[config.mk]
export PLATFORM = sky130hd
export DESIGN_NAME = drive_event_cnt
export DESIGN_NICKNAME = d
export VERILOG_FILES = /design/src/rtl/drive_event_cnt.sv
export SDC_FILE = /design/constraint.sdc
export NUM_CORES = 1
export LEC_CHECK = 0
export ABC_AREA = 1
export CORE_MARGIN = 2
export CORE_UTILIZATION = 45
export DETAILED_ROUTE_END_ITERATION = 8
export PLACE_DENSITY = 0.68
export SLEW_MARGIN = 20
export SYNTH_ARGS = -nofsm -noshare
export SYNTH_HDL_FRONTEND = slang
export SYNTH_SLANG_ARGS = --single-unit
[constraint.sdc]
create_clock -name clk -period 2.68 [get_ports clk]
set_clock_uncertainty 0.15 [all_clocks]
set_input_delay 0.402 -clock clk [delete_from_list [all_inputs] [get_ports clk]]
set_output_delay 0.402 -clock clk [all_outputs]
set_load 0.05 [all_outputs]
[src/rtl/drive_event_cnt.sv]
// 32-bit loadable down-counter with a zero flag.
//   clk, rst_n   : clock, asynchronous active-low reset
//   load_i       : load load_val_i this cycle (takes priority over en_i)
//   load_val_i   : value to load
//   en_i         : decrement by one; saturates at zero, never wraps
//   zero_o       : count is zero
module drive_event_cnt (
  input  logic        clk,
  input  logic        rst_n,
  input  logic        load_i,
  input  logic [31:0] load_val_i,
  input  logic        en_i,
  output logic        zero_o
);

  logic [31:0] count_q;

  always_ff @(posedge clk or negedge rst_n) begin
    if (!rst_n) begin
      count_q <= '0;
    end else if (load_i) begin
      count_q <= load_val_i;
    end else if (en_i && (count_q != '0)) begin
      count_q <= count_q - 32'd1;
    end
  end

  assign zero_o = (count_q == '0);

endmodule

==> flow_summary_export.csv, run 1 <==
group,metric,value,unit
drt,num_vias,2728,
synthesis,yosysTopAreaCell,"dfrtp_1",
sta,hold_ws,377,ps
finish,fill_cells,613,
grt,antenna_found_initial,0,
finish,final_area,3190,um^2
place,port_buffers,36,
synthesis,yosysSeqAreaShare,30.2,%
cts,cts_buffer_depth,2,
setup_path,cp-start-kind,"register",
floorplanning,ios,37,
finish,area_growth,20.3,%
sta,fin_crit_sh,92.1,%
power,power_frac_comb,30.5,%
synthesis,synth-async-reset-ratio,100,%
cts,cts_hold_buf,0,
place,placed_area,3100,um^2
synthesis,yosys-top-cells-area,"dfrtp_1 (30%), nand2_1 (25%), nand3_1 (9.6%)",
power,p_leak,1.57,nW
grt,grt_start_max_net_pins,33,
cts,postCtsSetupBuffers,0,
synthesis,synth_area,2650,um^2
setup_path,setup.worst_path.end_class,"output port",
sta,slew_headroom,49.1,%
cts,cts.sinks,32,
synthesis,yosysMostFrequentCell,"nand2_1",
sta,hold_viol,0,
drt,wirelength,6.88,mm
power,power.density,462,nW/um^2
job,maxCapViolCount,0,
sta,rsz0062_at_grt,"no",
setup_path,cp.required,2130,ps
drt,routedWlPerCell,12.6,um
drt,drt_pass1_iterations,5,
power,p_clk_share,27.2,%
finish,layout.nets,508,
synthesis,synth_top_area_share,30.2,%
cts,root_buffer,"clkbuf_8",
sta,timing.final.ws_setup,211,ps
sta,setup_tns,0,ps
power,switchingPower,0.000544,W
synthesis,synthFlopType,"dfrtp_1",
setup_path,path_class,"reg -> out",
place,dpl.hpwl,5.22,mm
finish,reg_top3,"count_q x32",
cts,cts_buffers,5,
power,swShare,36.9,%
synthesis,ys_warn_count,0,
grt,grt_pass1_wl,11.6,mm
grt,grt-ovfl-total,0,
setup_path,critPathMaxFanout,7,
floorplanning,rows,27,
synthesis,avgSynthCellArea,6.13,um^2
synthesis,synth_seq_cells,32,
drt,drc,0,
power,total_power,0.00147,W
drt,avgViaCountPerCell,5.01,
finish,diodes,0,
min_path,hp-class,"in -> async",
synthesis,ys_types,33,
floorplanning,die_area,6530,um^2
grt,grt_util_all_layers,22.8,%
grt,grt_pass1_vias,2558,
synthesis,syn_inst,433,
finish,drive_gt1_share,10.4,%
sta,tightest_slew,759,ps
cts,ctsResizeCount,0,
cts,cts_tree,"yes",
status,status,"complete, no violations",
finish,multi_input_area,1650,um^2
power,peakVddDrop,0.000282,V
finish,seq_area,801,um^2
power,seqPwrFrac,42.3,%
floorplanning,die-width,80.8,um
cts,clock_latency,290,ps
sta,timing.fmax,405,MHz
synthesis,yosys-top-cells-count,"nand2_1 (174), nor2_1 (56), nand3_1 (51)",
sta,setup_viol,0,
cts,clk_pin_slew,70,ps
sta,slew_violations,0,
place,gp_congestion,0.878,
sta,fin_crit,2470,ps
finish,largest_reg_flops,32,
drt,initialDrtViolationCount,146,
power,p_int,0.000931,W
place,dp_slack,516,ps
setup_path,worstPathArrival,1920,ps
drt,drtAntennaViolNets,0,
synthesis,synthesis.nets,470,
finish,top_register,"count_q",
cts,htreeDepth,2,
floorplanning,fp.dieH,80.8,um
floorplanning,coreArea,5610,um^2
synthesis,synth_edf_count,0,
floorplanning,initial_core_util,47.3,%
==> routing by layer <==
| metal | vias to the layer above | share of wire, % | GRT usage [%] | wire length (um) |
|---|---|---|---|---|
| li1 | 1439 | - | - | - |
| met1 | 1225 | 49 | 30.5 | 3390 |
| met2 | 56 | 45 | 39.2 | 3090 |
| met3 | 8 | 4.6 | 3.33 | 319 |
| met4 | 0 | 1.1 | 5.25 | 79 |
| met5 | - | 0 | 0 | 0 |
==> power groups by stage <==
stage | sequential (W) | clock [W] | combinational [W]
2_1_floorplan | 0.000605 | 0 | 0.000326
3_3_place_gp | 0.000629 | 0 | 0.000443
3_5_place_dp | 0.000628 | 0 | 0.000451
4_1_cts | 0.000621 | 0.000409 | 0.000452
5_1_grt | 0.000634 | 0.000421 | 0.000517
6_report | 0.000623 | 0.000401 | 0.000449
==> critical path: stages, from the launching register on <==
cell,delay (ps)
dfrtp_1,380
inv_1,140
ha_1,320
nand2_4,110
nor2_8,180
nand3_1,110
nor3_2,210
buf_12,170
==> placed cells by master (no fill, tap or decap), drive strengths merged, types with 4 or more instances in the layout <==
master | synthesis | layout
nand2 | 182 | 182
nor2 | 65 | 65
nand3 | 52 | 52
inv | 38 | 38
clkdlybuf4s50 | 0 | 35
dfrtp | 32 | 32
o21ai | 23 | 23
nand4 | 9 | 9
clkbuf | 5 | 8
buf | 6 | 7
or2 | 4 | 4
a21oi | 4 | 4
==> metrics by stage <==
step                      cells  util (%)
final                       544      56.9
after global routing        544      56.9
after CTS                   544      56.9
after detailed placement    536      55.3
after global placement      536      55.3
after floorplan             433         -
==> worst paths after layout <==
path | start | end | slack (ps) | depth (start not counted)
worst max-delay path | count_q[0]$_DFFE_PN0P_ | zero_o | 210 | 7
worst min-delay path | rst_n | count_q[7]$_DFFE_PN0P_ | 380 | 2
worst max register to register | count_q[0]$_DFFE_PN0P_ | count_q[16]$_DFFE_PN0P_ | 540 | 9
worst min register to register | count_q[1]$_DFFE_PN0P_ | count_q[1]$_DFFE_PN0P_ | 410 | 2
max in group asynchronous | rst_n | count_q[24]$_DFFE_PN0P_ | 1700 | 2
min in group clk | count_q[1]$_DFFE_PN0P_ | count_q[1]$_DFFE_PN0P_ | 410 | 2
==> cell type report <==
| type | count | area share (%) |
|---|---|---|
| multi-input cells | 351 | 51.7 |
| inverters | 39 | 4.59 |
| repair buffers | 42 | 13.0 |
| flip-flops and latches | 32 | 25.1 |
| well taps | 72 | 2.82 |
| clock buffers | 8 | 2.82 |
==> cells by family (layout without fill, tap and decap cells) <==
kind of cell	after synthesis	after routing	share of synthesized area (%)
AND/OR/NAND/NOR	318	318	52.9
buffers and inverters	50	89	7.87
flip-flops	32	32	30.2
AO/OA/AOI/OAI	29	29	7.64
XOR/XNOR	3	3	0.990
adder cells (fa/ha/maj)	1	1	0.471
Note: power is estimated with default switching activity, not from simulation.
==> run 2: changes to the inputs <==
- CORE_UTILIZATION: 45 -> 55
- PLACE_DENSITY: 0.68 -> 0.8
==> run 2 against run 1 <==
Net effect:
- clock power grew 31%
- sequential power is essentially flat
- largest cell class unchanged
- maximum frequency shrank 0.88%
- hold slack lost 10 ps
- final cell count shrank 3.1%
- design area grew 0.67%
- non-clock buffer count grew 1
- first-iteration DRC count grew 79%
- clock-buffer cell count shrank 1
==> flow_summary_export.csv, run 2 (synthesized netlist as in run 1, its figures left out) <==
group,metric,value,unit
status,status,"complete, no violations",
power,p_clk_share,32.8,%
sta,slew_headroom,43.1,%
sta,setup_viol,0,
sta,hold_ws,367,ps
setup_path,crit_start,"count_q[0]$_DFFE_PN0P_",
finish,final_common_cell,"nand2_1",
power,p_leak,1.59,nW
drt,drtAntennaViolNets,0,
drt,initialDrtViolationCount,261,
cts,cts.sinks,32,
floorplanning,initial_core_util,56.6,%
drt,drt_pass1_iterations,6,
setup_path,cp.required,2130,ps
sta,timing.final.ws_setup,189,ps
grt,antenna_found_initial,0,
finish,area_growth,21.1,%
power,seqPwrFrac,38.9,%
setup_path,worstPathArrival,1940,ps
drt,drc,0,
setup_path,cp-start-kind,"register",
finish,diodes,0,
place,gp_congestion,0.914,
floorplanning,die_area,5400,um^2
finish,final_area,3210,um^2
sta,setup_tns,0,ps
setup_path,reg2reg_from,"count_q[0]$_DFFE_PN0P_",
floorplanning,fp.dieH,73.5,um
drt,wirelength,6.88,mm
finish,reg_top3,"count_q x32",
grt,grt_pass1_wl,11.9,mm
job,maxCapViolCount,0,
place,placed_area,3090,um^2
finish,drive_gt1_share,11.0,%
power,switchingPower,0.000552,W
floorplanning,ios,37,
cts,root_buffer,"clkbuf_8",
finish,layout.nets,509,
drt,avgViaCountPerCell,5.27,
setup_path,path_class,"reg -> out",
cts,clk_pin_slew,80,ps
cts,cts_buffer_depth,2,
sta,tightest_slew,849,ps
cts,clock_latency,300,ps
sta,fin_crit,2490,ps
cts,ctsResizeCount,0,
place,dpl.hpwl,5.23,mm
power,p_int,0.00105,W
cts,postCtsSetupBuffers,0,
cts,htreeDepth,2,
finish,most-common-layout-cells,"nand2_1 (174), nor2_1 (56), nand3_1 (51)",
cts,cts_tree,"yes",
finish,largest_reg_flops,32,
min_path,hp-class,"in -> async",
drt,routedWlPerCell,13.0,um
grt,grt_util_all_layers,28.1,%
cts,cts_hold_buf,0,
power,power.density,499,nW/um^2
setup_path,setup.worst_path.end_class,"output port",
grt,grt_pass1_vias,2606,
grt,grt_start_max_net_pins,33,
power,peakVddDrop,0.000275,V
finish,top_register,"count_q",
floorplanning,die-width,73.5,um
sta,hold_viol,0,
power,swShare,34.5,%
sta,timing.fmax,401,MHz
drt,num_vias,2779,
sta,rsz0062_at_grt,"no",
floorplanning,coreArea,4690,um^2
cts,cts_buffers,5,
setup_path,critPathMaxFanout,7,
place,port_buffers,36,
grt,grt-ovfl-total,0,
sta,fin_crit_sh,92.9,%
sta,slew_violations,0,
power,power_frac_comb,28.3,%
floorplanning,rows,25,
place,dp_slack,379,ps
## run 2: cell type report
class                           instances  area [um^2]
Clock buffer                            7         96.3
Inverter                               39          146
Timing Repair Buffer                   43          423
Fill cell                             458         1480
Clock inverter                          1         30.0
Multi-Input combinational cell        351         1650
Sequential cell                        32          801
Tap cell                               54         67.6
## run 2: final timing paths
path / end / slack (ps) / depth (start not counted)
max: zero_o / 190 / 7
min: count_q[3]$_DFFE_PN0P_ / 370 / 2
max reg2reg: count_q[19]$_DFFE_PN0P_ / 460 / 9
min reg2reg: count_q[1]$_DFFE_PN0P_ / 410 / 2
max in group asynchronous: count_q[29]$_DFFE_PN0P_ / 1690 / 2
min in group clk: count_q[1]$_DFFE_PN0P_ / 410 / 2
## run 2: power groups by stage
| stage | registers [W] | logic, W | clock network (W) |
|---|---|---|---|
| after floorplan | 0.000605 | 0.000326 | 0 |
| after global placement | 0.000628 | 0.000440 | 0 |
| after detailed placement | 0.000630 | 0.000449 | 0 |
| after CTS | 0.000622 | 0.000453 | 0.000525 |
| after global routing | 0.000634 | 0.000518 | 0.000553 |
| final | 0.000623 | 0.000454 | 0.000525 |
## run 2: layer usage
metal  part of all wire, %  wire length [um]  track usage [%]  up-vias
met5                     0                 0                0        -
met2                    44              3050             44.0       69
met1                    50              3430             39.5     1260
li1                      -                 -                -     1439
met4                   1.7               116             8.08        0
met3                   4.1               285             4.94       11
## run 2: stage by stage
| stage | util (%) | std cells | power, W |
|---|---|---|---|
| detailed placement | 65.8 | 519 | 0.00108 |
| floorplan | - | 433 | 0.000931 |
| finish | 68.5 | 527 | 0.00160 |
| CTS | 68.5 | 527 | 0.00160 |
| global route | 68.5 | 527 | 0.00170 |
| global placement | 65.8 | 519 | 0.00107 |
## run 2: critical path: stages, from the launching register on
cell,delay [ps]
dfrtp_1,380
inv_1,150
ha_1,340
nand2_4,110
nor2_8,180
nand3_1,110
nor3_2,210
buf_12,170
